### config.mk
export PLATFORM = sky130hd
export DESIGN_NAME = bh1750_lux_filter
export DESIGN_NICKNAME = d
export VERILOG_FILES = /design/src/rtl/bh1750_pkg.sv /design/src/rtl/bh1750_sample_ring.sv /design/src/rtl/bh1750_lux_filter.sv
export SDC_FILE = /design/constraint.sdc
export NUM_CORES = 1
export LEC_CHECK = 0
export CAP_MARGIN = 15
export CORE_MARGIN = 5
export CORE_UTILIZATION = 45
export DETAILED_ROUTE_END_ITERATION = 8
export DONT_BUFFER_PORTS = 1
export PLACE_DENSITY_LB_ADDON = 0.15
export SLEW_MARGIN = 20
export SYNTH_ARGS = -nofsm -noshare
export SYNTH_HDL_FRONTEND = slang
export SYNTH_HIERARCHICAL = 1
export SYNTH_SLANG_ARGS = --single-unit
### constraint.sdc
create_clock -name system_clock -period 10.6 [get_ports system_clock]
set_clock_uncertainty 0.1 [all_clocks]
set_input_delay 2.12 -clock system_clock [delete_from_list [all_inputs] [get_ports system_clock]]
set_output_delay 2.12 -clock system_clock [all_outputs]
set_load 0.02 [all_outputs]
### src/rtl/bh1750_pkg.sv
// Shared types and constants for the BH1750 lux filter.
package bh1750_pkg;

  typedef enum logic [2:0] {
    ST_EMPTY,
    ST_PRELOAD,
    ST_READY,
    ST_UPDATE,
    ST_SCALE
  } state_t;

  localparam int unsigned RAW_W           = 16;
  localparam int unsigned LUX_MUL_DEFAULT = 13654;
  localparam int unsigned Q_SHIFT         = 14;

endpackage

### src/rtl/bh1750_sample_ring.sv
// N x 16 ring of raw samples; the slot at the write pointer is read combinationally.
module bh1750_sample_ring
  import bh1750_pkg::*;
#(
  parameter int unsigned DEPTH_LOG2 = 3
) (
  input  logic                  system_clock,
  input  logic                  reset,
  input  logic                  clear,
  input  logic                  wr_en,
  input  logic [RAW_W-1:0]      wr_data,
  output logic [RAW_W-1:0]      rd_data,
  output logic [DEPTH_LOG2-1:0] wr_ptr,
  output logic                  ptr_last
);

  localparam int unsigned N = 1 << DEPTH_LOG2;

  logic [RAW_W-1:0] mem [N];

  assign rd_data  = mem[wr_ptr];
  assign ptr_last = (wr_ptr == DEPTH_LOG2'(N - 1));

  // Slots are always fully rewritten by preload, so the storage has no reset.
  always_ff @(posedge system_clock) begin
    if (wr_en) begin
      mem[wr_ptr] <= wr_data;
    end
  end

  always_ff @(posedge system_clock) begin
    if (reset || clear) begin
      wr_ptr <= '0;
    end else if (wr_en) begin
      wr_ptr <= wr_ptr + DEPTH_LOG2'(1);
    end
  end

endmodule

### src/rtl/bh1750_lux_filter.sv
// Moving-average filter over BH1750 raw counts with lux scaling and a hysteresis flag.
module bh1750_lux_filter
  import bh1750_pkg::*;
#(
  parameter int unsigned DEPTH_LOG2 = 3,
  parameter int unsigned LUX_MUL    = LUX_MUL_DEFAULT,
  parameter int unsigned THR_HI     = 500,
  parameter int unsigned THR_LO     = 300
) (
  input  logic        system_clock,
  input  logic        reset,
  input  logic        clear,
  input  logic        sample_valid,
  input  logic [15:0] sample_raw,
  output logic        sample_ready,
  output logic        lux_valid,
  output logic [15:0] lux_value,
  output logic [15:0] avg_raw,
  output logic        bright,
  output logic [7:0]  drop_count
);

  localparam int unsigned ACC_W = RAW_W + DEPTH_LOG2;

  state_t                  state;
  logic [RAW_W-1:0]        held;
  logic [ACC_W-1:0]        acc;
  logic [ACC_W-1:0]        acc_upd;
  logic [RAW_W-1:0]        slot_old;
  logic [DEPTH_LOG2-1:0]   wr_ptr;
  logic                    ptr_last;
  logic                    ring_wr;
  logic [RAW_W-1:0]        avg_next;
  logic [31:0]             product;
  logic [31:0]             product_q;
  logic [RAW_W-1:0]        lux_next;

  assign sample_ready = (state == ST_EMPTY) || (state == ST_READY);
  assign ring_wr      = (state == ST_PRELOAD) || (state == ST_UPDATE);

  bh1750_sample_ring #(
    .DEPTH_LOG2(DEPTH_LOG2)
  ) u_ring (
    .system_clock(system_clock),
    .reset       (reset),
    .clear       (clear),
    .wr_en       (ring_wr),
    .wr_data     (held),
    .rd_data     (slot_old),
    .wr_ptr      (wr_ptr),
    .ptr_last    (ptr_last)
  );

  // acc always equals the sum of the ring, so the subtraction cannot underflow.
  assign acc_upd   = acc - ACC_W'(slot_old) + ACC_W'(held);
  assign avg_next  = RAW_W'(acc >> DEPTH_LOG2);
  assign product   = 32'(avg_next) * 32'(LUX_MUL);
  assign product_q = product >> Q_SHIFT;
  assign lux_next  = (|product_q[31:16]) ? 16'hFFFF : product_q[15:0];

  always_ff @(posedge system_clock) begin
    if (reset) begin
      state      <= ST_EMPTY;
      held       <= '0;
      acc        <= '0;
      lux_valid  <= 1'b0;
      lux_value  <= '0;
      avg_raw    <= '0;
      bright     <= 1'b0;
      drop_count <= '0;
    end else begin
      lux_valid <= 1'b0;
      if (clear) begin
        state      <= ST_EMPTY;
        acc        <= '0;
        drop_count <= '0;
      end else begin
        if (sample_valid && !sample_ready && drop_count != 8'hFF) begin
          drop_count <= drop_count + 8'd1;
        end
        case (state)
          ST_EMPTY: begin
            if (sample_valid) begin
              held  <= sample_raw;
              state <= ST_PRELOAD;
            end
          end
          ST_PRELOAD: begin
            acc <= ACC_W'(held) << DEPTH_LOG2;
            if (ptr_last) begin
              state <= ST_SCALE;
            end
          end
          ST_READY: begin
            if (sample_valid) begin
              held  <= sample_raw;
              state <= ST_UPDATE;
            end
          end
          ST_UPDATE: begin
            acc   <= acc_upd;
            state <= ST_SCALE;
          end
          ST_SCALE: begin
            avg_raw   <= avg_next;
            lux_value <= lux_next;
            lux_valid <= 1'b1;
            if (32'(lux_next) > THR_HI) begin
              bright <= 1'b1;
            end else if (32'(lux_next) < THR_LO) begin
              bright <= 1'b0;
            end
            state <= ST_READY;
          end
          default: state <= ST_EMPTY;
        endcase
      end
    end
  end

endmodule

# Word-level counts from Yosys, hierarchy flattened
# Memory sizes are Yosys's and may differ from the RTL's. A register that Yosys moved wholly into a read port is not among the register bits.
# Cells that the tools add are included.
# classes
add_sub_neg	4
multipliers	1
div_mod_pow	0
magnitude_cmp	2
n_eq_ne	9
shift	0
muxes	12
bitwise_logic	1
reduce_logical	15
# op_table
cell	count
one-hot mux 19 bit (2 select lines)	1
multiplier 16 x 13 -> 29 bit, second input constant	1
adder 19 x 16 -> 19 bit	1
subtractor 19 x 16 -> 19 bit	1
> comparator 16 x 9 -> 1 bit, second input constant	1
< comparator 16 x 9 -> 1 bit, second input constant	1
2-to-1 mux 3 bit	5
one-hot mux 3 bit (5 select lines)	1
AND reduction 3 bit	3
adder 8 x 1 -> 8 bit, second input constant	1
!= test 8 bit, second input constant	1
equality test 3 x 2 -> 1 bit, second input constant	2
equality test 3 bit, second input constant	2
!= test 2 bit, second input constant	3
2-to-1 mux 1 bit	5
nonzero test 2 bit	2
OR reduction 2 bit	2
adder 3 x 1 -> 3 bit, second input constant	1
equality test 3 x 1 -> 1 bit, second input constant	1
logical NOT 3 bit	1
logical OR 1 bit	3
logical AND 1 bit	2
AND reduction 2 bit	1
logical NOT 1 bit	1
NOT 1 bit	1
# totals
reg_bits	83
latchBits	0
ram_bits	128
romBits	0
in_bits	20
out_inout_bits	43
elab_cells	54
n_memories	1
# memory_table
memory	words	word_bits	read_ports	rd_ports_with_merged_regs	wr	line_no	source
u_ring.mem	8	16	1	1	1	bh1750_sample_ring.sv:19	logic [RAW_W-1:0] mem [N];

# Longest topological paths before layout
# Gate-level depths: netlist of run 1.
# logic_depth
ltp_word	5
ltp_mapped	20
depth_no_buf	19

# Modules after synthesis
# The synthesis of run 1 kept the hierarchy.
# by_module_without_submodules
module	instances	cells_per_inst	area_per_inst_um2	seq_area_each_um2
bh1750_lux_filter	1	1000	8481.9	1601.5
bh1750_sample_ring	1	213	5167.5	3963.8

# Worst setup path after synthesis of run 1
# No wires, ideal clock.
# synth_path
path_kind	register to register
from	register acc[6]
to	register lux_value[14]
setup_time_ns	0.132
arrival_ns	5.149
t_required_ns	10.368
setup_slack_ns	5.219
stages_incl_launch_ff	21
n_path_buf	1
period_less_slack_ns	5.381
cell_sequence	dfxtp_1 ha_1 inv_1 fa_1 inv_1 fa_1 fa_1 inv_1 fa_1 inv_1 ha_1 buf_2 a211o_1 a21oi_1 nand2_1 o21a_1 a221o_2 o21a_1 or3_1 nand3_1 a21oi_1
# synth_via
elab_chain_cells	1
# synth_rtl
element	line_no	source
start: declaration	bh1750_lux_filter.sv:27	logic [ACC_W-1:0] acc;
start signal: assignment	bh1750_lux_filter.sv:89	acc <= ACC_W'(held) << DEPTH_LOG2;
start signal: assignment	bh1750_lux_filter.sv:101	acc <= acc_upd;
multiplier 16 x 13 -> 29 bit	bh1750_lux_filter.sv:57	assign product = 32'(avg_next) * 32'(LUX_MUL);
end signal: assignment	bh1750_lux_filter.sv:106	lux_value <= lux_next;
end: declaration	bh1750_lux_filter.sv:17	output logic [15:0] lux_value,
# No other way between the ends.
# A chain may end at the register's enable or synchronous reset.

# Worst setup path after layout of run 1
# layout_path
from	register acc[11]
to	register bright
# layout_via
elab_chain_cells	4
word_cells_on_any_way	6
cone_classes	mul (1); order compare (2); mux (1); reduce/logical (2)
# layout_rtl
element	line_no	source
multiplier 16 x 13 -> 29 bit (*)	bh1750_lux_filter.sv:57	
> comparator 16 x 9 -> 1 bit / < comparator 16 x 9 -> 1 bit (equally long branches)	bh1750_lux_filter.sv:108, bh1750_lux_filter.sv:110	
nonzero test 2 bit (no line)	n/a	
AND reduction 3 bit (no line)	n/a	
end signal: assignment	bh1750_lux_filter.sv:69	bright <= 1'b0;
end signal: assignment	bh1750_lux_filter.sv:109	bright <= 1'b1;
end signal: assignment	bh1750_lux_filter.sv:111	bright <= 1'b0;
end: declaration	bh1750_lux_filter.sv:19	output logic bright,
# Every way passes the cells marked *; elsewhere a longest branch is shown, timed or not.

==> flow_summary.toml, run 1 <==
[detailed_routing]
drtAntennaViolNets = 0
firstDrtPassIters = 4
drt_wl_total_um = 29930
drt_iter0_markers = 519
wl_per_cell_um = 18.44
drc = 0
viasPerCell = 5.254
num_vias = 8527

[job]
drv_cap = 0

[synthesis]
synth_xor_area_frac = 0.02182
ys_seq_elements = 214
synth_top_family_by_area = "adder cells"
synthMuxAreaShare = 0.08397
yosys.area_share.simple = 0.07544
synth_flop_cell = "edfxtp_1"
synth_area_mm2 = 0.01365
synthCells = 1213
syn_nets = 1449
async_flop_share = 0
synth_top_area_share = 0.2816
yosys_warnings = 6
synth_edf_count = 128
yosys-top-cells-area = "edfxtp_1, fa_1, dfxtp_1"
ys_seq_area_frac = 0.4077
syn_avg_cell_area_um2 = 11.25
synth-adder-area-share = 0.2464
synth_cell_types = 65
synth_largest_area_cell = "edfxtp_1"
synth_compound_area_frac = 0.08608

[layout]
stdcell_count = 1623
fin_area_mm2 = 0.01485
layout.nets = 1451
final_core_util = 0.4984
n_antenna_cell = 0
drive_gt1_frac = 0.07380
area_delta_synth_final_pct = 8.800

[hold_path]
hp-class = "flop to flop"

[sta]
hold_viol = 0
fin_ws_ns = 4.766
fmax_mhz = 171.4
slew_violations = 0
timing.slew.headroom = 0.3672
rsz0062_at_grt = "no"
finalSetupViolations = 0
tightest_slew_ns = 0.9492
period_minus_slack_ns = 5.834
setup_tns_ns = 0
period_share = 0.5504

[die]
die-area_mm2 = 0.03391
rows = 63
core_area_mm2 = 0.02980
io_pins = 63
initial_core_util = 0.4581
dieWidth_um = 184.2
die_h_um = 184.2

[placement]
post-place-ws_ns = 4.791
dpl.cell_count = 1578
place_congestion = 0.8379
post_dp_cell_area_mm2 = 0.01408
io_buffers = 0
dp_hpwl_um = 21590

[worst_setup_path]
worstPathBufferInverterCount = 4
worstSetupEndpointType = "flop"
critPathTopFamily = "adder cells"
critPathRequiredTime_ns = 10.89
cp.arrival_ns = 6.13
crit_chain = "ha_1 > inv_1 > fa_1 > inv_1 > fa_1 > fa_1 > inv_1 > fa_1 > inv_1 > ha_1 > a21o_1 > a221oi_2 > o221ai_2 > o21a_1 > a221o_2 > a2111oi_2 > a21oi_1 > nor4_1 > o32ai_1"
critPathLaunchType = "flop"
slowest_stage = "dfxtp_1"
slowest_delay_ns = 0.54
path_class = "flop to flop"
crit_fanout = 8

[clock_network]
postCtsSetupRepairBufs = 0
cts-root-buf = "clkbuf_16"
cts_resized = 0
clk_pin_slew_ns = 0.06
cts_buffers = 25
clk-insertion-delay-late_ns = 0.54
cts_sinks = 214
ctsHoldBuffers = 0
clockBufferDepth = 3
ctsHtreeMaxLevel = 1
cts_tree = "done"

[pwr]
leakage_nw = 6.410
ir_worst_vdd_uv = 100.7
power.share.clock = 0.428
power.share.sequential = 0.473
cellInternalPower_mw = 1.431
pwr_density_cell_mw_per_mm2 = 128.0
power.share.switching = 0.2472
combPwrFrac = 0.099
switchingPower_mw = 0.4697

[global_route]
antenna_found_initial = 0
gr-total-overflow = 0
grt_pass1_vias = 8747
grt_pass1_wl_um = 48870
grtUsageTotal = 0.1825
grt_max_degree = 57

[run_status]
status = "finished, final reports clean"
sequential cells by signal (all words and copies together), names as in the netlist, named ones only:
signal and flops:
lux_value 16, bright 1, avg_raw 16, u_ring/wr_ptr 3
drop_count 8, acc 19, held 16, state 3
lux_valid 1, u_ring/mem 128
area by class of cell:
| cell class | count | area (um^2) |
|---|---|---|
| clock buffers | 37 | 714.4 |
| fillers | 2723 | 14950 |
| clock inverters | 8 | 58.81 |
| inverters | 235 | 882.1 |
| multi-input cells | 724 | 7028 |
| repair buffers | 15 | 112.6 |
| well taps | 390 | 488.0 |
| flip-flops and latches | 214 | 5567 |
cell usage after synthesis, drive strengths merged, types with 19 or more instances:
library cell / n
edfxtp: 128
ha: 128
nor3: 19
xnor2: 19
nor2: 41
clkbuf: 28
mux4: 32
nand2: 115
inv: 235
a21oi: 83
o21ai: 20
dfxtp: 86
fa: 88
through the flow:
step                hold WS (ns)  total power [mW]
finish                    0.3512             1.901
global route              0.3912             1.993
CTS                       0.3522             1.928
detailed placement        0.3444             1.106
global placement          0.3405             1.105
floorplan                 0.3319             1.063
worst paths after layout:
| kind | depth (start not counted) | slack (ns) | startpoint | end |
|---|---|---|---|---|
| worst min register to register | 2 | 0.35 | acc[0] | acc[0] |
| worst max-delay path | 19 | 4.77 | acc[11] | bright |
| worst min-delay path | 2 | 0.35 | acc[0] | acc[0] |
| worst max register to register | 19 | 4.77 | acc[11] | bright |
cells in the final DEF, fill, tap and decap left out, types with 19 or more instances in the layout:
master and instances:
dfxtp_1 85, clkbuf_16 25, nor2_1 41, a21oi_1 83, xnor2_1 19, ha_1 128
mux4_1 28, edfxtp_1 128, inv_1 235, nand2_1 115, fa_1 88
cell families after synthesis:
family / after synthesis
AO/OA/AOI/OAI: 183
AND/OR/NAND/NOR: 229
flip-flops: 214
buffers and inverters: 275
XOR/XNOR: 34
multiplexers: 62
adder cells (fa/ha/maj): 216
metal layers:
layer	track usage	up-vias	share of wire
met5	0	-	0
met4	0.03342	0	0.015
met3	0.02960	29	0.046
met2	0.2742	154	0.43
met1	0.2828	4184	0.51
li1	-	4160	-
worst min-delay path, delay by kind of cell, from the launching register on:
family	cells	cell delay, ns
simple gates	1	0.05
compound gates	1	0.05
flops	1	0.31
power groups by stage:
stage / clock network (mW) / registers [mW] / logic [mW]
finish: 0.813 / 0.899 / 0.189
global route: 0.873 / 0.901 / 0.219
CTS: 0.838 / 0.900 / 0.190
detailed placement: 0 / 0.917 / 0.188
global placement: 0 / 0.917 / 0.188
floorplan: 0 / 0.911 / 0.152
(Power assumes the default switching activity.)
==> run 2: changes to the inputs <==
==> constraint.sdc (replaced) <==
create_clock -name system_clock -period 5.1 [get_ports system_clock]
set_clock_uncertainty 0.1 [all_clocks]
set_input_delay 1.02 -clock system_clock [delete_from_list [all_inputs] [get_ports system_clock]]
set_output_delay 1.02 -clock system_clock [all_outputs]
set_load 0.02 [all_outputs]
==> run 2 against run 1 <==
Via count grew 5.2%. Register-to-register slack got worse by 4.9 ns. Final cell count grew 6.7%. Critical path depth stayed put. Global-route usage is 0.42 points higher. Design area increased by 8.9%. Power increased by 120%. Critical path type unchanged. The flow now finishes with violations (setup timing).
==> flow_summary.toml, run 2 (same netlist as run 1, synthesis figures left out) <==
[die]
dieWidth_um = 184.2
initial_core_util = 0.4581
core_area_mm2 = 0.02980
die-area_mm2 = 0.03391
die_h_um = 184.2
rows = 63
io_pins = 63

[sta]
period_share = 1.031
finalSetupViolations = 4
rsz0062_at_grt = "yes"
fmax_mhz = 190.1
timing.slew.headroom = 0.2781
period_minus_slack_ns = 5.260
tightest_slew_ns = 1.079
fin_ws_ns = -0.1596
hold_viol = 0
slew_violations = 0
fin_hold_ws_ns = 0.3526

[worst_setup_path]
path_class = "flop to flop"
critPathLaunchType = "flop"
crit_fanout = 5
cp-startpoint = "acc[14]"
reg2regPathDepth = 19
r2r_start = "acc[14]"
critPathRequiredTime_ns = 5.43
worstSetupEndpointType = "flop"
cp.arrival_ns = 5.59

[layout]
largest_reg_flops = 128
area_delta_synth_final_pct = 18.52
drive_gt1_frac = 0.2043
final_common_cell = "inv_1"
fillers = 2622
fin_area_mm2 = 0.01618
largest_register = "u_ring/mem"
n_antenna_cell = 0
layout.nets = 1558
top_regs = "u_ring/mem x128, acc x19"
stdcell_count = 1731
layout_common_cells = "inv_1, edfxtp_1, buf_4, nand2_1, ha_1"
final_core_util = 0.5429

[run_status]
status = "finished with violations"
failed_checks = "setup timing"

[clock_network]
ctsHoldBuffers = 0
clk-insertion-delay-late_ns = 0.55
clk_pin_slew_ns = 0.06
ctsHtreeMaxLevel = 1
cts_tree = "done"
cts-root-buf = "clkbuf_16"
cts_sinks = 214
cts_buffers = 25
clockBufferDepth = 3

[pwr]
power.share.sequential = 0.455
ir_worst_vdd_uv = 211.6
power.share.switching = 0.2496
pwr_density_cell_mw_per_mm2 = 253.3
switchingPower_mw = 1.023
leakage_nw = 6.966
power.share.clock = 0.432
cellInternalPower_mw = 3.074
combPwrFrac = 0.114

[placement]
post_dp_cell_area_mm2 = 0.01498
place_congestion = 0.8657
io_buffers = 0
dpl.cell_count = 1676
dp_hpwl_um = 22760

[detailed_routing]
viasPerCell = 5.183
drtAntennaViolNets = 0
num_vias = 8971
drt_iter0_markers = 437
drc = 0
firstDrtPassIters = 5
wl_per_cell_um = 17.70
drt_wl_total_um = 30640

[global_route]
grt_pass1_vias = 9440
antenna_found_initial = 0
grt_pass1_wl_um = 50490
gr-total-overflow = 0
grt_max_degree = 57
grtUsageTotal = 0.1867

[job]
drv_cap = 0

[hold_path]
hp-class = "flop to flop"
holdPathStages = 2
hp-start = "acc[2]"
## run 2: cell types whose count changed in the layout (fill, tap and decap cells not counted), sizes merged
cell | before | now
inv | 237 | 238
bufinv | 0 | 1
clkinv | 6 | 7
clkbuf | 37 | 31
buf | 15 | 122
clkinvlp | 0 | 4
## run 2: power groups by stage
stage,combinational [mW],clock [mW],sequential (mW)
4_1_cts,0.450,1.82,1.86
3_3_place_gp,0.439,0,1.90
2_1_floorplan,0.322,0,1.89
3_5_place_dp,0.441,0,1.90
5_1_grt,0.534,1.89,1.86
6_report,0.467,1.77,1.86
## run 2: worst max-delay path, stage by stage (launching register included)
cell and delay, ns:
dfxtp_4 0.37, ha_4 0.27, inv_2 0.04, fa_1 0.49, inv_1 0.05, fa_1 0.49
fa_1 0.54, inv_1 0.05, fa_1 0.49, inv_2 0.05, ha_4 0.22, and3_4 0.16
a221oi_4 0.27, o221ai_2 0.19, o21a_1 0.25, a221o_2 0.41, o21a_1 0.23, or3_1 0.35
nand3_1 0.09, a21oi_1 0.06
## run 2: final cells by class
class / count / area (um^2) / area share
inverters: 235 / 882.1 / 0.05453
clock inverters: 15 / 130.1 / 0.008044
flip-flops and latches: 214 / 5609 / 0.3467
repair buffers: 122 / 944.7 / 0.05840
multi-input cells: 724 / 7430 / 0.4593
clock buffers: 31 / 693.2 / 0.04285
well taps: 390 / 488.0 / 0.03016
## run 2: worst paths after layout
| kind | endpoint | slack (ns) |
|---|---|---|
| worst max-delay path | lux_value[14] | -0.16 |
| worst max register to register | lux_value[14] | -0.16 |
| worst min register to register | acc[2] | 0.35 |
| worst min-delay path | acc[2] | 0.35 |
## run 2: layer usage
| layer | wire length [um] | up-vias | track usage |
|---|---|---|---|
| met5 | 0 | - | 0 |
| met4 | 369 | 0 | 0.02928 |
| met3 | 1317 | 24 | 0.02842 |
| met2 | 14070 | 132 | 0.2989 |
| met1 | 14890 | 4436 | 0.2770 |
| li1 | - | 4379 | - |
## run 2: repair_timing
action                     4_1_cts  5_1_grt
gates resized for setup          9       54
buffers inserted                 3        6
pin swaps                       15       47
cloned                           0        0
setup endpoints to repair        6       15
## run 2: through the flow
step / setup TNS, ns / power (mW) / worst slack [ns]
floorplan: -0.09712 / 2.214 / -0.09712
global placement: -0.6482 / 2.340 / -0.2382
detailed placement: -0.8386 / 2.342 / -0.2678
CTS: -0.7238 / 4.129 / -0.1929
global route: -1.413 / 4.290 / -0.3210
finish: -0.3279 / 4.097 / -0.1596
==> run 3: changes to the inputs <==
--- a/config.mk
+++ b/config.mk
@@ -6,7 +6,6 @@
 export NUM_CORES = 1
 export LEC_CHECK = 0
 export CAP_MARGIN = 15
-export CORE_MARGIN = 5
 export CORE_UTILIZATION = 45
 export DETAILED_ROUTE_END_ITERATION = 8
 export DONT_BUFFER_PORTS = 1
==> run 3 against run 2 <==
The flow still finishes with violations (setup timing). Utilization fell by 0.058 points. Count of clock-buffer cells in the layout fell by 2. Sequential share of layout area rose by 0.11 points. Final cell count rose by 0.23%. Wire length barely moved. Die area fell by 8.5%. Critical endpoint unchanged. Largest power group unchanged.
==> flow_summary.toml, run 3 (same netlist as run 1, synthesis figures left out) <==
[layout]
layout_common_cells = "inv_1, edfxtp_1, buf_4, ha_1, nand2_1"
final_core_util = 0.5423
largest_register = "u_ring/mem"
stdcell_count = 1735
largest_reg_flops = 128
top_regs = "u_ring/mem x128, acc x19"
layout.nets = 1563
fin_area_mm2 = 0.01612
final_common_cell = "inv_1"
drive_gt1_frac = 0.1978
n_antenna_cell = 0
area_delta_synth_final_pct = 18.08

[placement]
dpl.cell_count = 1680
post_dp_cell_area_mm2 = 0.01500
place_congestion = 0.8637
dp_hpwl_um = 22550
io_buffers = 0

[sta]
rsz0062_at_grt = "yes"
fmax_mhz = 190.4
hold_viol = 0
finalSetupViolations = 4
timing.slew.headroom = 0.2602
slew_violations = 0
tightest_slew_ns = 1.106
fin_ws_ns = -0.1529
period_share = 1.030
period_minus_slack_ns = 5.253

[detailed_routing]
drt_wl_total_um = 30620
firstDrtPassIters = 5
viasPerCell = 5.158
drt_iter0_markers = 572
num_vias = 8949
drtAntennaViolNets = 0
wl_per_cell_um = 17.65
drc = 0

[die]
core_area_mm2 = 0.02972
initial_core_util = 0.4593
die-area_mm2 = 0.03103
die_h_um = 176.2
rows = 63
io_pins = 63
dieWidth_um = 176.2

[worst_setup_path]
worstSetupEndpointType = "flop"
path_class = "flop to flop"
critPathLaunchType = "flop"
reg2regPathDepth = 19
critPathRequiredTime_ns = 5.44
cp-startpoint = "acc[11]"
cp.arrival_ns = 5.59
r2r_end = "lux_value[14]"
r2r_start = "acc[11]"
endpoint = "lux_value[14]"
rrSetupSlack_ns = -0.15
crit_fanout = 5

[global_route]
use_met1 = 0.3025
grt_pass1_vias = 9189
gr-total-overflow = 0
use_met3 = 0.03015
grtUsageTotal = 0.2054
antenna_found_initial = 0
grt_pass1_wl_um = 49270
busiest_layer = "met2"
grt_max_degree = 57
use_met2 = 0.3245

[clock_network]
ctsHtreeMaxLevel = 1
cts_tree = "done"
cts-root-buf = "clkbuf_16"
clk-insertion-delay-late_ns = 0.54
cts_sinks = 214
clk_pin_slew_ns = 0.06
clockBufferDepth = 3
ctsHoldBuffers = 0
cts_buffers = 24

[pwr]
leakage_nw = 6.982
ir_worst_vdd_uv = 213.2
pwr_density_cell_mw_per_mm2 = 251.0
total_power_mw = 4.045

[job]
drv_cap = 0

[run_status]
failed_checks = "setup timing"
status = "finished with violations"

[hold_path]
hp-class = "flop to flop"
==> run 3: cell count changes in the layout (fill, tap and decap cells not counted), moves of 4 or more <==
cell   before  now
inv_2      14    7
inv_1     221  227
buf_4     119  124
ha_4       16   11
ha_1      112  116
==> run 3: critical path: stages (launching register included) <==
cell     delay (ns)
dfxtp_4        0.37
ha_4           0.28
inv_4          0.04
fa_1           0.57
inv_1          0.07
fa_1           0.53
inv_1          0.05
fa_1           0.48
fa_1           0.55
inv_1          0.04
ha_1           0.30
o21a_1         0.14
a21oi_4        0.18
nand2_1        0.09
o21a_1         0.24
a221o_2        0.44
o21a_4         0.23
or3_1          0.30
nand3_1        0.09
a21oi_1        0.06
==> run 3: metal layers <==
metal  routed length [um]  part of all wire  vias to the layer above
li1                     -                 -                     4381
met1                15110              0.49                     4413
met2                13730              0.45                      126
met3                 1411             0.046                       29
met4                  370             0.012                        0
met5                    0                 0                        -
==> run 3: cell type report <==
type                    instances  area, um^2
flip-flops and latches        214        5607
fillers                      2574       13600
clock inverters                15       153.9
well taps                     390       488.0
inverters                     235       884.6
multi-input cells             724        7366
clock buffers                  29       629.4
repair buffers                128       988.4
==> run 3: worst min path at each step <==
stage	startpoint	endpoint	depth (start not counted)	slack, ns
after global routing	acc[0]	acc[0]	2	0.37
after CTS	acc[0]	acc[0]	2	0.35
after floorplan	acc[0]	acc[0]	2	0.33
final	acc[0]	acc[0]	2	0.35
after global placement	acc[0]	acc[0]	2	0.34
after detailed placement	acc[0]	acc[0]	2	0.34
==> run 3: power by group <==
group	internal (mW)	switching (mW)	leakage [nW]
logic	0.216	0.261	4.69
registers	1.84	0.0240	1.92
clock network	0.987	0.720	0.376
total	3.04	1.01	6.98
==> run 3: per-stage QoR <==
step	worst slack [ns]	setup TNS [ns]	hold slack, ns
6_report	-0.1529	-0.3261	0.3489
3_3_place_gp	-0.1947	-0.5982	0.3424
5_1_grt	-0.3295	-1.256	0.3748
4_1_cts	-0.1045	-0.2415	0.3529
3_5_place_dp	-0.2661	-0.9089	0.3446
2_1_floorplan	-0.09712	-0.09712	0.3319
==> run 3: repair_timing <==
item | CTS | global route
resized for setup | 14 | 34
setup buffers | 6 | 4
pin swaps | 22 | 23
endpoints found under the setup margin | 6 | 12
hold endpoints to repair | 0 | 0
